`src/rtl/alu_seq_pkg.sv`:
```
// Shared definitions for the sequential ALU controller: op codes, FSM states and PSR flag positions.
package alu_seq_pkg;

  localparam logic [3:0] OP_ADD = 4'd0;
  localparam logic [3:0] OP_SUB = 4'd1;
  localparam logic [3:0] OP_CMP = 4'd2;
  localparam logic [3:0] OP_AND = 4'd3;
  localparam logic [3:0] OP_OR  = 4'd4;
  localparam logic [3:0] OP_XOR = 4'd5;
  localparam logic [3:0] OP_MOV = 4'd6;
  localparam logic [3:0] OP_LSH = 4'd7;
  localparam logic [3:0] OP_ASH = 4'd8;
  localparam logic [3:0] OP_MUL = 4'd9;

  localparam int FLAG_C = 4;
  localparam int FLAG_L = 3;
  localparam int FLAG_F = 2;
  localparam int FLAG_Z = 1;
  localparam int FLAG_N = 0;

  typedef enum logic [1:0] {
    ST_IDLE  = 2'd0,
    ST_SHIFT = 2'd1,
    ST_MUL   = 2'd2,
    ST_DONE  = 2'd3
  } state_t;

endpackage

```
`src/rtl/alu_seq_if.sv`:
```
// Operation/result handshake bundle between CR16 decode, the sequential ALU and writeback.
interface alu_seq_if #(parameter int WIDTH = 16) ();
  logic             in_valid;
  logic             in_ready;
  logic [3:0]       op;
  logic [WIDTH-1:0] a;
  logic [WIDTH-1:0] b;
  logic             out_valid;
  logic             out_ready;
  logic [WIDTH-1:0] result;
  logic [4:0]       flags;
  logic             err;

  modport master (output in_valid, op, a, b, out_ready,
                  input  in_ready, out_valid, result, flags, err);
  modport slave  (input  in_valid, op, a, b, out_ready,
                  output in_ready, out_valid, result, flags, err);
endinterface

```
`src/rtl/alu_seq_shifter.sv`:
```
// One-bit-per-cycle shifter; amount is a signed count, positive = left, negative = right.
module alu_seq_shifter #(
  parameter int WIDTH = 16
) (
  input  logic                     clk,
  input  logic                     reset,
  input  logic                     load,
  input  logic [WIDTH-1:0]         data_in,
  input  logic [$clog2(WIDTH):0]   amount,
  input  logic                     arith,
  output logic                     busy,
  output logic                     done,
  output logic [WIDTH-1:0]         data_out
);
  localparam int SHW = $clog2(WIDTH);

  logic [WIDTH-1:0] data_reg;
  logic [SHW:0]     cnt_reg;
  logic             left_reg;
  logic             arith_reg;
  logic [SHW:0]     mag;
  logic [WIDTH-1:0] stepped;

  // Magnitude needs SHW+1 bits so that -WIDTH maps to WIDTH.
  assign mag      = amount[SHW] ? -amount : amount;
  assign stepped  = left_reg ? {data_reg[WIDTH-2:0], 1'b0}
                             : {arith_reg & data_reg[WIDTH-1], data_reg[WIDTH-1:1]};
  assign busy     = (cnt_reg != '0);
  assign done     = (cnt_reg == (SHW+1)'(1));
  assign data_out = stepped;

  always_ff @(posedge clk or posedge reset) begin
    if (reset) begin
      data_reg  <= '0;
      cnt_reg   <= '0;
      left_reg  <= 1'b0;
      arith_reg <= 1'b0;
    end else if (load) begin
      data_reg  <= data_in;
      cnt_reg   <= mag;
      left_reg  <= ~amount[SHW];
      arith_reg <= arith;
    end else if (busy) begin
      data_reg  <= stepped;
      cnt_reg   <= cnt_reg - (SHW+1)'(1);
    end
  end
endmodule

```
`src/rtl/alu_seq_ctrl.sv`:
```
// Multi-cycle CR16 ALU controller: single-cycle ops, serial shifts, optional shift-add multiply.
// Define ALU_SEQ_MUL_EN to build the multiplier; otherwise op 9 is reported as illegal.
module alu_seq_ctrl
  import alu_seq_pkg::*;
#(
  parameter int WIDTH = 16
) (
  input  logic     clk,
  input  logic     reset,
  alu_seq_if.slave bus
);
  localparam int SHW = $clog2(WIDTH);
  localparam int MSB = WIDTH - 1;

  state_t           state_reg;
  logic [WIDTH-1:0] result_reg;
  logic [4:0]       flags_reg;
  logic             err_reg;
  logic             out_valid_reg;

  logic [WIDTH-1:0] alu_res;
  logic [4:0]       alu_flags;
  logic             alu_err;
  logic [WIDTH:0]   sum;
  logic [WIDTH-1:0] diff;
  logic [SHW:0]     amount;
  logic             accept, is_shift, start_shift;
  logic             shift_busy, shift_done;
  logic [WIDTH-1:0] shift_data;

  assign accept      = (state_reg == ST_IDLE) && bus.in_valid;
  assign amount      = bus.b[SHW:0];
  assign is_shift    = (bus.op == OP_LSH) || (bus.op == OP_ASH);
  assign start_shift = is_shift && (amount != '0);
  assign sum         = {1'b0, bus.a} + {1'b0, bus.b};
  assign diff        = bus.a - bus.b;

  assign bus.in_ready  = (state_reg == ST_IDLE) && !reset;
  assign bus.out_valid = out_valid_reg;
  assign bus.result    = result_reg;
  assign bus.flags     = flags_reg;
  assign bus.err       = err_reg;

  always_comb begin
    alu_res   = '0;
    alu_flags = flags_reg;
    alu_err   = 1'b0;
    case (bus.op)
      OP_ADD: begin
        alu_res           = sum[MSB:0];
        alu_flags[FLAG_C] = sum[WIDTH];
        alu_flags[FLAG_F] = (bus.a[MSB] == bus.b[MSB]) && (sum[MSB] != bus.a[MSB]);
      end
      OP_SUB: begin
        alu_res           = diff;
        alu_flags[FLAG_C] = bus.a < bus.b;
        alu_flags[FLAG_F] = (bus.a[MSB] != bus.b[MSB]) && (diff[MSB] != bus.a[MSB]);
      end
      OP_CMP: begin
        alu_res           = bus.a;
        alu_flags[FLAG_Z] = bus.a == bus.b;
        alu_flags[FLAG_N] = $signed(bus.a) < $signed(bus.b);
        alu_flags[FLAG_L] = bus.a < bus.b;
      end
      OP_AND: alu_res = bus.a & bus.b;
      OP_OR:  alu_res = bus.a | bus.b;
      OP_XOR: alu_res = bus.a ^ bus.b;
      OP_MOV: alu_res = bus.b;
      OP_LSH, OP_ASH: alu_res = bus.a;  // zero-amount shift completes immediately
`ifdef ALU_SEQ_MUL_EN
      OP_MUL: alu_res = '0;
`endif
      default: alu_err = 1'b1;
    endcase
  end

  alu_seq_shifter #(.WIDTH(WIDTH)) u_shifter (
    .clk      (clk),
    .reset    (reset),
    .load     (accept && start_shift),
    .data_in  (bus.a),
    .amount   (amount),
    .arith    (bus.op == OP_ASH),
    .busy     (shift_busy),
    .done     (shift_done),
    .data_out (shift_data)
  );

`ifdef ALU_SEQ_MUL_EN
  logic             start_mul, mul_last;
  logic [WIDTH-1:0] mcand_reg, mplier_reg, acc_reg, acc_next;
  logic [SHW:0]     mul_cnt_reg;

  assign start_mul = (bus.op == OP_MUL);
  assign acc_next  = acc_reg + (mplier_reg[0] ? mcand_reg : '0);
  assign mul_last  = (mul_cnt_reg == (SHW+1)'(1));

  always_ff @(posedge clk or posedge reset) begin
    if (reset) begin
      mcand_reg   <= '0;
      mplier_reg  <= '0;
      acc_reg     <= '0;
      mul_cnt_reg <= '0;
    end else if (accept && start_mul) begin
      mcand_reg   <= bus.a;
      mplier_reg  <= bus.b;
      acc_reg     <= '0;
      mul_cnt_reg <= (SHW+1)'(WIDTH);
    end else if (state_reg == ST_MUL) begin
      acc_reg     <= acc_next;
      mcand_reg   <= {mcand_reg[WIDTH-2:0], 1'b0};
      mplier_reg  <= mplier_reg >> 1;
      mul_cnt_reg <= mul_cnt_reg - (SHW+1)'(1);
    end
  end
`endif

  always_ff @(posedge clk or posedge reset) begin
    if (reset) begin
      state_reg     <= ST_IDLE;
      result_reg    <= '0;
      flags_reg     <= '0;
      err_reg       <= 1'b0;
      out_valid_reg <= 1'b0;
    end else begin
      case (state_reg)
        ST_IDLE: begin
          if (accept) begin
            if (start_shift) begin
              state_reg <= ST_SHIFT;
`ifdef ALU_SEQ_MUL_EN
            end else if (start_mul) begin
              state_reg <= ST_MUL;
`endif
            end else begin
              state_reg     <= ST_DONE;
              out_valid_reg <= 1'b1;
              result_reg    <= alu_res;
              flags_reg     <= alu_flags;
              err_reg       <= alu_err;
            end
          end
        end
        ST_SHIFT: begin
          if (shift_done) begin
            state_reg     <= ST_DONE;
            out_valid_reg <= 1'b1;
            result_reg    <= shift_data;
          end else if (!shift_busy) begin
            state_reg <= ST_IDLE;
          end
        end
`ifdef ALU_SEQ_MUL_EN
        ST_MUL: begin
          if (mul_last) begin
            state_reg     <= ST_DONE;
            out_valid_reg <= 1'b1;
            result_reg    <= acc_next;
          end
        end
`endif
        ST_DONE: begin
          if (bus.out_ready) begin
            state_reg     <= ST_IDLE;
            out_valid_reg <= 1'b0;
            err_reg       <= 1'b0;
          end
        end
        default: state_reg <= ST_IDLE;
      endcase
    end
  end
endmodule

```
`src/flat_wrapper.sv`:
```
// flat-port wrapper written by rule: the top's interface ports become plain ports
module alu_seq_ctrl_flat import alu_seq_pkg::*;
#(
  parameter int WIDTH = 16
)
  (clk, reset, bus_in_valid, bus_op, bus_a, bus_b, bus_out_ready, bus_in_ready, bus_out_valid, bus_result, bus_flags, bus_err);
  alu_seq_if #(.WIDTH(WIDTH)) bus_i ();
  input  logic clk;
  input  logic reset;
  input wire logic [$bits(bus_i.in_valid)-1:0] bus_in_valid;
  input wire logic [$bits(bus_i.op)-1:0] bus_op;
  input wire logic [$bits(bus_i.a)-1:0] bus_a;
  input wire logic [$bits(bus_i.b)-1:0] bus_b;
  input wire logic [$bits(bus_i.out_ready)-1:0] bus_out_ready;
  output wire logic [$bits(bus_i.in_ready)-1:0] bus_in_ready;
  output wire logic [$bits(bus_i.out_valid)-1:0] bus_out_valid;
  output wire logic [$bits(bus_i.result)-1:0] bus_result;
  output wire logic [$bits(bus_i.flags)-1:0] bus_flags;
  output wire logic [$bits(bus_i.err)-1:0] bus_err;
  assign bus_i.in_valid = bus_in_valid;
  assign bus_i.op = bus_op;
  assign bus_i.a = bus_a;
  assign bus_i.b = bus_b;
  assign bus_i.out_ready = bus_out_ready;
  assign bus_in_ready = bus_i.in_ready;
  assign bus_out_valid = bus_i.out_valid;
  assign bus_result = bus_i.result;
  assign bus_flags = bus_i.flags;
  assign bus_err = bus_i.err;
  alu_seq_ctrl #(.WIDTH(WIDTH)) u_core (.clk(clk), .reset(reset), .bus(bus_i));
endmodule
```
`config.mk`:
```
export PLATFORM = sky130hd
export DESIGN_NAME = alu_seq_ctrl_flat
export DESIGN_NICKNAME = d
export VERILOG_FILES = /design/src/rtl/alu_seq_pkg.sv /design/src/rtl/alu_seq_if.sv /design/src/rtl/alu_seq_shifter.sv /design/src/rtl/alu_seq_ctrl.sv /design/src/flat_wrapper.sv
export SDC_FILE = /design/constraint.sdc
export NUM_CORES = 1
export LEC_CHECK = 0
export CAP_MARGIN = 20
export CORE_ASPECT_RATIO = 1.1
export CORE_MARGIN = 3
export CORE_UTILIZATION = 25
export DETAILED_ROUTE_END_ITERATION = 7
export HOLD_SLACK_MARGIN = 0.15
export PLACE_DENSITY = 0.52
export SLEW_MARGIN = 20
export SYNTH_ARGS = -nofsm -noshare
export SYNTH_HDL_FRONTEND = slang
export SYNTH_SLANG_ARGS = --single-unit
```
`constraint.sdc`:
```
create_clock -name clk -period 2.37 [get_ports clk]
set_input_delay 0.3555 -clock clk [delete_from_list [all_inputs] [get_ports clk]]
set_output_delay 0.3555 -clock clk [all_outputs]
set_load 0.02 [all_outputs]
```
-- After elaboration in Yosys (flattened, before gate mapping)
Cells that the tools add are included.
- add/sub/neg operators: 4
- order comparisons: 2
- equality and inequality tests: 21
- muxes and demuxes: 28
- bitwise operators: 6
- reductions and logical operators: 25
- operators by type and width (cell ; number):
    $pmux W16 S7 ; 1
    $mux W16 ; 6
    $lt A16 B16 Y1 ; 2
    $pmux W16 S2 ; 1
    $add A16 B16 Y17 ; 1
    $and A16 B16 Y16 ; 1
    $eq A16 B16 Y1 ; 1
    $eq A4 B3 Y1 const B ; 4
    $or A16 B16 Y16 ; 1
    $reduce_and A4 Y1 ; 4
    $sub A16 B16 Y16 ; 1
    $xor A16 B16 Y16 ; 1
    $mux W5 ; 3
    $mux W2 ; 5
    $reduce_bool A5 Y1 ; 2
    $reduce_or A9 Y1 ; 1
    $eq A4 B2 Y1 const B ; 2
    $reduce_bool A2 Y1 ; 4
    $mux W1 ; 7
    $logic_and A1 B1 Y1 ; 6
    $pmux W1 S2 ; 3
    $pmux W2 S3 ; 1
    $eq A5 B1 Y1 const B ; 1
    $neg A5 Y5 ; 1
    other kinds (21) ; 26
- flip-flop bits (word level): 48
- input port bits: 40
- output and inout bits: 24
- word-level logic and storage cells: 96

-- Logic depth before layout (Yosys ltp)
- depth after elaboration: 6
- mapped depth: 11
- mapped depth without buffers: 11

-- Hierarchy
From an unflattened synthesis, not the netlist that was laid out.
- cell total of the unflattened synthesis: 734
- area, all modules: 5657.9 µm²
- by module, submodules not included (module ; times used ; cells an instance ; area each (µm²) ; sequential area each (µm²)):
    alu_seq_ctrl ; 1 ; 597 ; 4256.6 ; 625.6
    alu_seq_shifter ; 1 ; 137 ; 1401.3 ; 575.6

-- Worst setup path after synthesis
Ideal clock, no wire load.
- kind: input -> register
- from: input port bus_b[6]
- to: register u_core.flags_reg[4], in the netlist u_core.bus.flags[4]
- setup time: 0.125 ns
- data arrival time: 2.205 ns
- slack: 0.040 ns
- stages: 9
- path through: inv_1 -> ha_1 -> buf_6 -> a2111o_1 -> o211a_1 -> a211oi_2 -> o21ai_1 -> a21boi_1 -> mux2_4
- longest elaborated chain between the ends: 2
- elaborated cells on any way between the ends: 3
- those cells by class: 1 x add/sub; 1 x order compare; 1 x mux
- RTL lines (element ; RTL line ; RTL):
    start: declaration ; flat_wrapper.sv:13 ; input wire logic [$bits(bus_i.b)-1:0] bus_b;
    $add A16 B16 Y17 or $lt A16 B16 Y1 (tied branches) ; alu_seq_ctrl.sv:35, alu_seq_ctrl.sv:56 ;
    $pmux W1 S2 (*) ; alu_seq_ctrl.sv:48 ; case (bus.op)
    end signal: assignment ; alu_seq_ctrl.sv:139 ; flags_reg <= alu_flags;
    end: declaration ; alu_seq_ctrl.sv:17 ; logic [4:0] flags_reg;
Every way passes the cells marked *; elsewhere a longest branch is shown, timed or not.
A chain may end at the register's enable or synchronous reset.

-- Worst setup path in the final report
- from: input port bus_a[7]
- to: register u_core.result_reg[11], in the netlist u_core.bus.result[11]
- longest elaborated chain between the ends: 5
- elaborated cells on any way between the ends: 6
- those cells by class: 2 x add/sub; 4 x mux
- RTL lines (element ; RTL line ; RTL):
    start: declaration ; flat_wrapper.sv:12 ; input wire logic [$bits(bus_i.a)-1:0] bus_a;
    $sub A16 B16 Y16 or $add A16 B16 Y17 (tied branches) ; alu_seq_ctrl.sv:36, alu_seq_ctrl.sv:35 ;
    $pmux W16 S7 (*) ; alu_seq_ctrl.sv:48 ;
    $mux W16 (*) ; alu_seq_ctrl.sv:129 ; if (start_shift) begin
    $mux W16 (*) ; alu_seq_ctrl.sv:128 ; if (accept) begin
    $pmux W16 S2 (*) ; alu_seq_ctrl.sv:126 ; case (state_reg)
    end signal: assignment ; alu_seq_ctrl.sv:138 ; result_reg <= alu_res;
    end signal: assignment ; alu_seq_ctrl.sv:148 ; result_reg <= shift_data;
    end: declaration ; alu_seq_ctrl.sv:16 ; logic [WIDTH-1:0] result_reg;
Every way passes the cells marked *; elsewhere a longest branch is shown, timed or not. The select of a mux whose other input is x is not followed.

==> results.ini <==
[outcome]
status = complete, no violations

[logic_synthesis]
yosysWarnings = 0
synthCells = 741
synth_area_leaders = dfrtp_1 (21%), ha_1 (12%), o21ai_0 (6.4%)
synth_top_area_share_pct = 21.2
syn_nets = 837
synth.most_common_cell = nand2_1
postSynthAreaPerCell_sq_um = 7.65
ys.flop_type = dfrtp_1
yosysSeqAreaShare_pct = 21.2
synth_seq_cells = 48
synthArstFlopShare_pct = 100
synth_top_cell_by_area = dfrtp_1
synth_edf_count = 0
syn_area_sq_um = 5670
synth_cell_type_count = 82
synth_common_cells = nand2_1 (80), o21ai_0 (72), nor2_1 (56)

[detailed_routing]
drt_wl_total_um = 23000
met3WireLength_um = 1070
drc = 0
antenna_left = 0
via_per_inst = 4.99
drt-initial-drc-count = 543
wl_met2_um = 10900
wl_met1_um = 10600
num_vias = 6624
dr.pass1.iters = 5
routed.top_layer = met4
wl_per_cell_um = 17.3

[cts]
clk_latency_ns = 0.30
htreeDepth = 2
cts_max_path_buffers = 2
cts-root-buf = clkbuf_16
numCtsBuffers = 5
cts.sinks = 48
clk_pin_slew_ns = 0.07
cts_tree = yes
cts_hold_buf = 0

[power]
cellPowerDensity_nw_per_um2 = 667
power.total_mw = 6.13
p_leak_nw = 4.14
ir_worst_vdd_mv = 0.322

[setup_path]
worst_path_max_delay_cell = or3b_4
critPathBufInv = 2
critPathArrivalTime_ns = 2.50
start_kind = input port
crit_type = input port to flop
cp_max_fo = 5
cp_cell_sequence = clkdlybuf4s15_1 -> inv_2 -> ha_4 -> or3b_4 -> a311oi_4 -> nor3_2 -> a21oi_2 -> xnor2_2 -> a221oi_2 -> o21ai_1
cp_top_family = compound AO/OA/AOI/OAI gates
cp_slowest_stage_delay_ns = 0.39
worst-endpoint-required_ns = 2.55
crit_path_end_kind = flop

[timing]
hold_viol = 0
fin_crit_sh_pct = 98.1
rsz0062_at_grt = yes
fmax_mhz = 430
relSlewSlack_pct = 65.3
setup_viol = 0
slew_violations = 0
finalWorstSetupSlack_ns = 0.0462
fin_crit_ns = 2.32
max_slew.worst_pin.slew_ns = 0.517
final.setup_skew_ns = 0.00913

[grt]
grt_max_degree = 31
grt_overflow_total = 0
antenna_found_initial = 0
grt_pass1_wl_um = 36300
grt_use_total_pct = 18.8
grt_pass1_vias = 6615

[floorplan]
dieArea_sq_um = 24500
initial_core_util_pct = 25.6
io_pins = 64
std_cell_rows = 57
die_h_um = 164
core-area_sq_um = 22200
fp.dieW_um = 150

[placed_design]
port_buffers = 63
dpl.cell_count = 1290
dp_hpwl_um = 18500
globalplace.congestion = 0.900
place_ws_ns = -0.832

[cells_and_area]
drive_gt1_share_pct = 38.3
area_growth_pct = 62.1
fin_nets = 1127
diodes = 0
stdcell_count = 1327

[min_path]
hold_class = input port to asynchronous set/reset pin

[flow_run]
maxCapViolCount = 0

==> cells by family after synthesis <==
family                     share of synthesized area [%]
AOI/OAI and AO/OA                                   30.8
xor gates and xnor gates                            1.39
adders and majority gates                           12.6
buffers and inverters                               8.50
DFF                                                 21.2
muxes                                               4.17
and+or+nand+nor                                     21.3
==> power by group <==
| part | switching [mW] | internal (mW) |
|---|---|---|
| clock network | 0.340 | 0.502 |
| registers | 0.301 | 1.21 |
| logic | 1.98 | 1.80 |
==> metal layers <==
| metal | track usage [%] | vias to the layer above |
|---|---|---|
| li1 | - | 3284 |
| met1 | 25.9 | 3148 |
| met3 | 1.85 | 26 |
| met5 | 0 | - |
| met4 | 5.12 | 0 |
| met2 | 31.4 | 166 |
==> final timing paths <==
check	start	end	slack, ns	cells past startpoint
setup / recovery	bus_a[7]	u_core.bus.result[11]	0.05	10
hold / removal	reset	u_core.bus.err	0.41	2
setup reg to reg	u_core.state_reg[0]	u_core.bus.result[15]	0.31	9
hold reg to reg	u_core.bus.result[3]	u_core.bus.result[3]	0.47	2
max in group asynchronous	reset	u_core.bus.flags[2]	1.43	3
min in group clk	bus_b[0]	u_core.u_shifter.cnt_reg[0]	0.44	4
==> through the flow <==
step / utilization [%] / setup TNS, ns / cell area (sq um) / hold WS, ns
finish: 41.4 / 0 / 9190 / 0.411
global route: 41.4 / -0.0780 / 9190 / 0.461
CTS: 40.5 / 0 / 8980 / 0.424
detailed placement: 37.2 / -14.44 / 8250 / 0.465
global placement: 37.2 / -13.83 / 8250 / 0.454
floorplan: - / 0 / 5670 / 0.440
==> placed cells by master, fill, tap and decap left out, drive strengths merged, types with 6 or more instances in the layout <==
master	count
dlygate4sd2	11
a21oi	52
nand2b	11
dlymetal6s2s	6
ha	54
o22ai	8
nor2b	17
nand3	18
clkdlybuf4s15	8
xnor2	9
nor4	6
o211ai	10
dfrtp	48
and3	7
buf	269
nand4	9
inv	50
clkdlybuf4s50	34
nand2	81
a21o	15
a22oi	11
a31oi	11
nor3	16
nor2	57
o31ai	9
mux2i	21
clkbuf	9
a211oi	13
o21ai	76
==> layout make-up <==
type                       count  area (sq um)
fill                        2255         13000
multi-input combinational    594          4510
timing repair buffer         332          2750
sequential                    48          1200
tap                          295           369
inverter                      50           188
clock buffer                   5           125
clock inverter                 3          47.5
==> what timing repair did <==
item / in CTS / in global routing
endpoints found under the setup margin: 18 / 19
resized for setup: 117 / 73
endpoints found under the hold margin: 0 / 0
pin swaps: 39 / 42
buffers inserted: 28 / 3
No activity file was read; power rests on OpenSTA's default activity.
